[src/rtl/button_scanner_pkg.sv]
`default_nettype none
// ============================================================================
// Module   : button_scanner_pkg
// Purpose  : Scan-state encoding and display-board button layout shared by
//            the button scanner and its users.
// Revision : 1.0 - initial release
// ============================================================================
package button_scanner_pkg;

    typedef enum logic [2:0] {
        ST_IDLE     = 3'd0,
        ST_LOAD     = 3'd1,
        ST_SHIFT_LO = 3'd2,
        ST_SHIFT_HI = 3'd3,
        ST_UPDATE   = 3'd4
    } scan_state_t;

    // Bit order as it appears on a 16-input display board chain.
    typedef struct packed {
        logic button_b;
        logic button_a;
        logic button_start;
        logic button_select;
        logic dpad_up;
        logic dpad_down;
        logic dpad_left;
        logic dpad_right;
        logic encoder_push;
        logic encoder_a;
        logic encoder_b;
        logic tilt_switch;
        logic door_open;
        logic service_key;
        logic coin_insert;
        logic temperature_alarm;
    } board_buttons_t;

    localparam int c_BOARD_NBITS = $bits(board_buttons_t);

endpackage
`default_nettype wire

[src/rtl/scan_debounce.sv]
`default_nettype none
// ============================================================================
// Module   : scan_debounce
// Purpose  : One-bit debouncer counting whole scans; emits press/release pulses.
// Revision : 1.0 - initial release
// ============================================================================
module scan_debounce #(
    parameter int DEBOUNCE_SCANS = 4
) (
    input  logic clk,
    input  logic rst,
    input  logic i_update,
    input  logic i_sample,
    output logic o_state,
    output logic o_pressed,
    output logic o_released
);

    localparam int                 c_CNT_W    = $clog2(DEBOUNCE_SCANS + 1);
    localparam logic [c_CNT_W-1:0] c_CNT_LAST = c_CNT_W'(DEBOUNCE_SCANS - 1);

    logic [c_CNT_W-1:0] r_cnt;
    logic               w_differs;
    logic               w_flip;

    assign w_differs = (i_sample != o_state);
    assign w_flip    = i_update && w_differs && (r_cnt == c_CNT_LAST);

    always_ff @(posedge clk or posedge rst) begin
        if (rst) begin
            r_cnt      <= '0;
            o_state    <= 1'b0;
            o_pressed  <= 1'b0;
            o_released <= 1'b0;
        end else begin
            o_pressed  <= w_flip && !o_state;
            o_released <= w_flip && o_state;
            if (w_flip) begin
                o_state <= ~o_state;
                r_cnt   <= '0;
            end else if (i_update) begin
                // Any scan that agrees with the current state restarts the count.
                r_cnt <= w_differs ? r_cnt + 1'b1 : '0;
            end
        end
    end

endmodule
`default_nettype wire

[src/rtl/button_scanner.sv]
`default_nettype none
// ============================================================================
// Module   : button_scanner
// Purpose  : Continuously scans a 74HC165-style chain, debounces every input
//            and reports one-cycle press/release events.
// Revision : 1.0 - initial release
// ============================================================================
module button_scanner
    import button_scanner_pkg::*;
#(
    parameter int NBITS          = 16,
    parameter int CLK_DIV        = 16,
    parameter int DEBOUNCE_SCANS = 4,
    parameter bit ACTIVE_LOW     = 1'b1
) (
    input  logic             clk,
    input  logic             rst,
    input  logic             en,
    output logic             shiftreg_clk,
    output logic             shiftreg_loadn,
    input  logic             shiftreg_out,
    output logic [NBITS-1:0] buttons,
    output logic [NBITS-1:0] pressed,
    output logic [NBITS-1:0] released,
    output logic             scan_done
);

    localparam int                 c_DIV_W    = $clog2(CLK_DIV);
    localparam int                 c_BIT_W    = (NBITS > 1) ? $clog2(NBITS) : 1;
    localparam logic [c_DIV_W-1:0] c_DIV_LAST = c_DIV_W'(CLK_DIV - 1);
    localparam logic [c_BIT_W-1:0] c_BIT_LAST = c_BIT_W'(NBITS - 1);

    scan_state_t        r_state;
    scan_state_t        w_state_next;
    logic [c_DIV_W-1:0] r_div_cnt;
    logic [c_BIT_W-1:0] r_bit_cnt;
    logic [NBITS-1:0]   r_sample;
    logic               w_phase_end;
    logic               w_update;
    logic               w_sample_now;

    assign w_phase_end  = (r_div_cnt == c_DIV_LAST);
    assign w_update     = (r_state == ST_UPDATE);
    assign w_sample_now = (r_state == ST_SHIFT_LO) && w_phase_end;

    always_comb begin
        w_state_next = r_state;
        case (r_state)
            ST_IDLE:     if (en) w_state_next = ST_LOAD;
            ST_LOAD:     if (w_phase_end) w_state_next = ST_SHIFT_LO;
            ST_SHIFT_LO: if (w_phase_end)
                             w_state_next = (r_bit_cnt == c_BIT_LAST) ? ST_UPDATE : ST_SHIFT_HI;
            ST_SHIFT_HI: if (w_phase_end) w_state_next = ST_SHIFT_LO;
            ST_UPDATE:   w_state_next = en ? ST_LOAD : ST_IDLE;
            default:     w_state_next = ST_IDLE;
        endcase
    end

    // Pin outputs are decoded from the next state so they stay glitch-free
    // yet line up exactly with the state they belong to.
    always_ff @(posedge clk or posedge rst) begin
        if (rst) begin
            r_state        <= ST_IDLE;
            r_div_cnt      <= '0;
            r_bit_cnt      <= '0;
            r_sample       <= '0;
            shiftreg_clk   <= 1'b0;
            shiftreg_loadn <= 1'b1;
            scan_done      <= 1'b0;
        end else begin
            r_state        <= w_state_next;
            shiftreg_loadn <= (w_state_next != ST_LOAD);
            shiftreg_clk   <= (w_state_next == ST_SHIFT_HI);
            scan_done      <= w_update;

            if ((r_state inside {ST_LOAD, ST_SHIFT_LO, ST_SHIFT_HI}) && !w_phase_end)
                r_div_cnt <= r_div_cnt + 1'b1;
            else
                r_div_cnt <= '0;

            if (r_state == ST_LOAD)
                r_bit_cnt <= '0;
            else if (w_sample_now)
                r_bit_cnt <= r_bit_cnt + 1'b1;

            // First serial bit lands in the MSB.
            if (w_sample_now) begin
                for (int i = 0; i < NBITS; i++) begin
                    if (r_bit_cnt == c_BIT_W'(NBITS - 1 - i))
                        r_sample[i] <= shiftreg_out ^ ACTIVE_LOW;
                end
            end
        end
    end

    for (genvar g = 0; g < NBITS; g++) begin : g_bit
        scan_debounce #(
            .DEBOUNCE_SCANS (DEBOUNCE_SCANS)
        ) u_debounce (
            .clk        (clk),
            .rst        (rst),
            .i_update   (w_update),
            .i_sample   (r_sample[g]),
            .o_state    (buttons[g]),
            .o_pressed  (pressed[g]),
            .o_released (released[g])
        );
    end

endmodule
`default_nettype wire

[config.mk]
export PLATFORM = sky130hd
export DESIGN_NAME = button_scanner
export DESIGN_NICKNAME = d
export VERILOG_FILES = /design/src/rtl/button_scanner_pkg.sv /design/src/rtl/scan_debounce.sv /design/src/rtl/button_scanner.sv
export SDC_FILE = /design/constraint.sdc
export NUM_CORES = 1
export LEC_CHECK = 0
export ABC_AREA = 1
export ABC_CLOCK_PERIOD_IN_PS = 4700
export CORE_MARGIN = 2
export CORE_UTILIZATION = 52
export DETAILED_ROUTE_END_ITERATION = 8
export PLACE_DENSITY = 0.84
export REMOVE_ABC_BUFFERS = 1
export SYNTH_ARGS = -nofsm -noshare
export SYNTH_HDL_FRONTEND = slang
export SYNTH_SLANG_ARGS = --single-unit
[constraint.sdc]
create_clock -name clk -period 4.7 [get_ports clk]
set_clock_uncertainty 0.05 [all_clocks]
set_input_delay 1.175 -clock clk [delete_from_list [all_inputs] [get_ports clk]]
set_output_delay 1.175 -clock clk [all_outputs]
set_load 0.03 [all_outputs]
==> run_results.csv, run 1 <==
group,metric,value,unit
grt,antenna_found_initial,0,
final_layout,drive_above_1_share,8.77,%
placement,finalWeightedCongestion,0.825,
grt,grt_pass1_wl,19200,um
synthesis,synthCells,630,
route,drtPass1Iterations,5,
route,viasPerCell,5.14,
worst_hold_path,hp-class,"reg -> reg",
floorplan,die_y,111,um
floorplan,core_area,11300,sq um
synthesis,ys.warnings.count,0,
synthesis,synthArstFlopShare,100,%
worst_setup_path,critPathCaptureType,"primary output",
synthesis,synthAdderAreaFrac,7.73,%
sta,rsz0062_at_grt,"no",
grt,grt_max_degree,89,
clock_network,cts.path.max_buffers,2,
run_status,run_status,"finished clean",
synthesis,synthTopCellsByArea,"dfrtp_1, nand2_1, ha_1",
worst_setup_path,crit_chain,"clkdlybuf4s50_1",
floorplan,start_util,52.9,%
worst_setup_path,crit_path_start_kind,"register",
clock_network,ctsHoldBuffers,0,
run,maxCapViolations,0,
grt,globalRouteOverflowTotal,0,
sta,fin_crit,2.82,ns
synthesis,ys_seq_area_share,52.6,%
clock_network,cts.clk_slew.worst_paths,0.06,ns
power,p_leak,3.39,nW
grt,track_usage,19.1,%
final_layout,antenna_cells,0,
synthesis,synth_cell_types,27,
clock_network,cts_tree,"done",
worst_setup_path,slowest_delay,0.66,ns
synthesis,syn_area,5990,sq um
clock_network,clock_latency,0.42,ns
grt,grt_pass1_vias,4362,
synthesis,synth_top_area_cell,"dfrtp_1",
sta,tns,0,ns
clock_network,cts_max_level,4,
floorplan,rows,39,
sta,max_slew_margin,30.3,%
synthesis,ys.flop_type,"dfrtp_1",
synthesis,synthSimpleGateAreaFrac,20.2,%
sta,holdWs,0.422,ns
synthesis,synthMuxAreaShare,0,%
power,vdd_drop_max,0.289,mV
route,drc,0,
worst_setup_path,worstPathArrival,1.60,ns
sta,finalCritPeriodShare,60.1,%
sta,clock.fmax,0.354,GHz
clock_network,cts_sinks,126,
synthesis,syn_area_per_cell,9.51,sq um
synthesis,synth-seq-cells,126,
route,routed_wl,11000,um
synthesis,yosysTopAreaCellShare,52.2,%
clock_network,cts_root_buf,"clkbuf_16",
final_layout,areaGrowthSynthToFinish,14.8,%
route,drt_iter0_drc,194,
synthesis,synth_compound_area_share,4.51,%
clock_network,postCtsSetupBuffers,0,
placement,port_buffers,54,
floorplan,die_area,12400,sq um
final_layout,nets,689,
worst_setup_path,crit_fanout,1,
clock_network,cts_buffers,17,
worst_setup_path,required,3.47,ns
route,vias,4132,
floorplan,ioPinCount,55,
synthesis,synth_edf_count,0,
power,p_per_area,344,nW/um^2
worst_setup_path,critPathKind,"reg -> out",
clock_network,cts.repair.resized,0,
power,power,2.37,mW
placement,dpl.hpwl,7580,um
synthesis,synth_top_family_by_area,"simple AND/OR/NAND/NOR gates",
synthesis,synth_xor_xnor_area_share,2.63,%
sta,drv_slew,0,
floorplan,die_x,111,um
sta,setup_violations,0,
worst_setup_path,path_buf_inv,1,
sta,tightest_slew,1.05,ns
sta,hold_viol_final,0,
worst_setup_path,slowest_stage,"clkdlybuf4s50_1",
route,drtAntennaViolNets,0,
route,wl_per_cell,13.7,um
worst_setup_path,path_delay_family,"buffers and inverters",
-- where the power goes --
group / switching, mW / internal [mW]
sequential: 0.000476 / 1.09
clock: 0.451 / 0.803
combinational: 0.0232 / 0.00397
total: 0.474 / 1.89
-- layout make-up --
class | count | area [sq um]
inverters | 82 | 310
flip-flops and latches | 126 | 3150
fillers | 887 | 4440
clock inverters | 11 | 116
repair buffers | 56 | 556
clock buffers | 21 | 460
multi-input cells | 365 | 2100
well taps | 143 | 179
-- routing by layer --
| metal | global-route usage [%] | share of wire (%) | wire length [um] | up-vias |
|---|---|---|---|---|
| met5 | 0 | 0 | 0 | - |
| met4 | 7.57 | 2.3 | 252 | 0 |
| met3 | 5.33 | 4.0 | 439 | 25 |
| met2 | 33.8 | 54 | 5910 | 99 |
| met1 | 21.9 | 40 | 4370 | 2011 |
| li1 | - | - | - | 1997 |
-- worst paths after layout --
| check | depth (start not counted) | slack [ns] | to | from |
|---|---|---|---|---|
| max | 1 | 1.88 | shiftreg_loadn | shiftreg_loadn |
| min | 1 | 0.42 | r_div_cnt[0] | r_div_cnt[0] |
| max reg2reg | 4 | 2.20 | g_bit[10].u_debounce.r_cnt[2] | r_state[0] |
| min reg2reg | 1 | 0.42 | r_div_cnt[0] | r_div_cnt[0] |
| max in group asynchronous | 3 | 2.31 | g_bit[6].u_debounce.o_state | rst |
| min in group asynchronous | 2 | 1.32 | g_bit[10].u_debounce.o_state | rst |
-- state kept, by name (all words and copies together), names as in the netlist, 3 cells and up --
name / count
r_sample: 16
g_bit.u_debounce.r_cnt: 48
r_state: 3
r_bit_cnt: 4
g_bit.u_debounce.o_pressed: 16
g_bit.u_debounce.o_released: 16
g_bit.u_debounce.o_state: 16
r_div_cnt: 4
-- synthesized netlist by cell type (13+ instances only) --
library cell,number
nand3_1,56
nand2_1,147
o21ai_1,21
dfrtp_1,125
nor2_1,27
inv_1,80
xnor2_1,16
buf_4,48
nor2_4,16
o22ai_1,16
o21ai_0,13
ha_1,37
-- kinds of logic after synthesis --
logic type                 after synthesis
xor gates and xnor gates                18
DFF                                    126
and+or+nand+nor                        260
buffers and inverters                  139
AOI/OAI and AO/OA                       50
adders and majority gates               37
-- cell usage in the layout, fill, tap and decap left out, drive strengths merged --
| cell type | Yosys | routed |
|---|---|---|
| xor2 | 2 | 2 |
| nand3 | 56 | 56 |
| clkdlybuf4s50 | 0 | 54 |
| nor3 | 1 | 1 |
| o21ai | 34 | 34 |
| ha | 37 | 37 |
| nand2 | 149 | 149 |
| dfstp | 1 | 1 |
| bufinv | 0 | 2 |
| nand4 | 5 | 5 |
| nor2 | 47 | 47 |
| buf | 56 | 2 |
| clkinvlp | 0 | 3 |
| inv | 81 | 81 |
| xnor2 | 16 | 16 |
| nor3b | 1 | 1 |
| o22ai | 16 | 16 |
| clkbuf | 1 | 21 |
| dfrtp | 125 | 125 |
| nand3b | 1 | 1 |
| clkinv | 1 | 7 |
-- per-stage QoR --
stage | util, % | cell area (sq um) | worst slack [ns] | std cells
6_report | 60.8 | 6880 | 1.88 | 804
5_1_grt | 60.8 | 6880 | 1.85 | 804
4_1_cts | 60.8 | 6880 | 1.87 | 804
3_5_place_dp | 55.7 | 6300 | 1.84 | 772
3_3_place_gp | 55.7 | 6300 | 1.87 | 772
2_1_floorplan | - | 5570 | 0.121 | 573
No activity file was read; power rests on OpenSTA's default activity.
==> run 2, diff against run 1 <==
--- a/config.mk
+++ b/config.mk
@@ -6,11 +6,11 @@
 export NUM_CORES = 1
 export LEC_CHECK = 0
 export ABC_AREA = 1
-export ABC_CLOCK_PERIOD_IN_PS = 4700
+export ABC_CLOCK_PERIOD_IN_PS = 2900
 export CORE_MARGIN = 2
-export CORE_UTILIZATION = 52
+export CORE_UTILIZATION = 57
 export DETAILED_ROUTE_END_ITERATION = 8
-export PLACE_DENSITY = 0.84
+export PLACE_DENSITY = 0.87
 export REMOVE_ABC_BUFFERS = 1
 export SYNTH_ARGS = -nofsm -noshare
 export SYNTH_HDL_FRONTEND = slang
==> constraint.sdc (replaced) <==
create_clock -name clk -period 2.9 [get_ports clk]
set_clock_uncertainty 0.05 [all_clocks]
set_input_delay 0.725 -clock clk [delete_from_list [all_inputs] [get_ports clk]]
set_output_delay 0.725 -clock clk [all_outputs]
set_load 0.03 [all_outputs]
==> run 2 against run 1 <==
  * Critical path depth unchanged
  * Non-clock buffer count grew 1
  * First-iteration DRC count increased by 76%
  * Worst hold slack worse by 0.0091 ns
  * Global-route usage up 3.0 points
  * Final cell count shrank 0.75%
  * Clock-buffer cell count is 1 higher
  * Sequential share of layout area is 0.31 points lower
  * Critical path type unchanged
  * Largest cell class unchanged
  * Largest power group unchanged
  * Highest routed layer unchanged
==> run_results.csv, run 2 (synthesis gave the netlist of run 1 again) <==
group,metric,value,unit
sta,max_slew_margin,54.6,%
final_layout,layout_commonest_cell,"nand2_1",
grt,grt_pass1_wl,19400,um
worst_setup_path,crit_path_start_kind,"register",
placement,dp_slack,0.865,ns
route,wl_per_cell,14.0,um
worst_setup_path,path_buf_inv,1,
route,viasPerCell,5.23,
placement,place_inst,766,
sta,setup_violations,0,
floorplan,die_area,11300,sq um
clock_network,cts.repair.resized,0,
route,drtPass1Iterations,4,
worst_setup_path,worstPathArrival,1.71,ns
placement,finalWeightedCongestion,0.805,
sta,clock.fmax,0.403,GHz
final_layout,fin_cells,798,
clock_network,cts_sinks,126,
clock_network,postCtsSetupBuffers,0,
final_layout,largest_register,"g_bit.u_debounce.r_cnt",
placement,dpl.hpwl,7310,um
clock_network,cts_root_buf,"clkbuf_8",
power,vdd_drop_max,0.365,mV
power,power,3.92,mW
clock_network,ctsHoldBuffers,0,
clock_network,cts_tree,"done",
worst_setup_path,crit_chain,"clkdlybuf4s50_1",
grt,antenna_found_initial,0,
placement,port_buffers,54,
route,drc,0,
grt,grt_max_degree,45,
sta,finalWorstSetupSlack,0.419,ns
run,maxCapViolations,0,
route,drt_iter0_drc,342,
final_layout,antenna_cells,0,
clock_network,cts_max_level,4,
worst_hold_path,hp-class,"reg -> reg",
power,p_leak,3.42,nW
sta,rsz0062_at_grt,"no",
grt,track_usage,22.1,%
sta,drv_slew,0,
floorplan,die_y,107,um
grt,grt_pass1_vias,4333,
floorplan,die_x,107,um
worst_setup_path,slowest_delay,0.66,ns
final_layout,mostFrequentLayoutCells,"nand2_1, dfrtp_1, inv_1, nand3_1, clkdlybuf4s50_1",
floorplan,start_util,58.3,%
final_layout,largest_reg_flops,48,
power,p_per_area,566,nW/um^2
route,routed_wl,11200,um
floorplan,core_area,10300,sq um
sta,tightest_slew,0.676,ns
clock_network,cts_buffers,17,
worst_setup_path,path_delay_family,"buffers and inverters",
sta,hold_viol_final,0,
clock_network,cts.path.max_buffers,2,
floorplan,rows,37,
worst_setup_path,crit_fanout,1,
clock_network,cts.clk_slew.worst_paths,0.06,ns
route,drtAntennaViolNets,0,
grt,globalRouteOverflowTotal,0,
final_layout,areaGrowthSynthToFinish,15.6,%
worst_setup_path,slowest_stage,"clkdlybuf4s50_1",
sta,finalCritPeriodShare,85.6,%
final_layout,nets,690,
worst_setup_path,critPathKind,"reg -> out",
route,vias,4176,
sta,fin_crit,2.48,ns
worst_setup_path,critPathCaptureType,"primary output",
floorplan,ioPinCount,55,
run_status,run_status,"finished clean",
clock_network,clock_latency,0.52,ns
final_layout,drive_above_1_share,8.91,%
worst_setup_path,required,2.12,ns
run 2: final timing paths:
| check | to | slack, ns | startpoint | depth (start not counted) |
|---|---|---|---|---|
| worst max-delay path | shiftreg_loadn | 0.42 | shiftreg_loadn | 1 |
| worst max register to register | g_bit[5].u_debounce.r_cnt[2] | 0.85 | r_state[2] | 3 |
| max in group asynchronous | shiftreg_loadn | 1.57 | rst | 3 |
| worst min register to register | r_div_cnt[0] | 0.41 | r_div_cnt[0] | 1 |
| worst min-delay path | r_div_cnt[0] | 0.41 | r_div_cnt[0] | 1 |
| min in group asynchronous | g_bit[10].u_debounce.o_pressed | 0.56 | rst | 2 |
run 2: report_power, final:
| group | switching [mW] | internal, mW |
|---|---|---|
| logic | 0.0396 | 0.0102 |
| clock network | 0.738 | 1.37 |
| registers | 0.000996 | 1.76 |
run 2: routing by layer:
layer | GRT usage, % | vias up | share of wire (%)
met4 | 10.0 | 0 | 3.3
met2 | 37.3 | 115 | 52
met1 | 26.1 | 2023 | 40
li1 | - | 2006 | -
met5 | 0 | - | 0
met3 | 6.56 | 32 | 4.3
run 2: cell type report:
cell class | instances | area [sq um]
Clock buffer | 22 | 463
Clock inverter | 10 | 136
Fill cell | 746 | 3350
Inverter | 82 | 310
Multi-Input combinational cell | 365 | 2100
Sequential cell | 126 | 3150
Tap cell | 136 | 170
Timing Repair Buffer | 57 | 588
run 2: metrics by stage:
step | instance area, sq um | util (%) | hold WS [ns] | setup TNS (ns)
CTS | 6930 | 67.4 | 0.417 | 0
detailed placement | 6330 | 61.6 | 0.409 | 0
finish | 6930 | 67.4 | 0.413 | 0
global route | 6930 | 67.4 | 0.451 | 0
global placement | 6330 | 61.6 | 0.395 | 0
floorplan | 5570 | - | 0.383 | -153.99
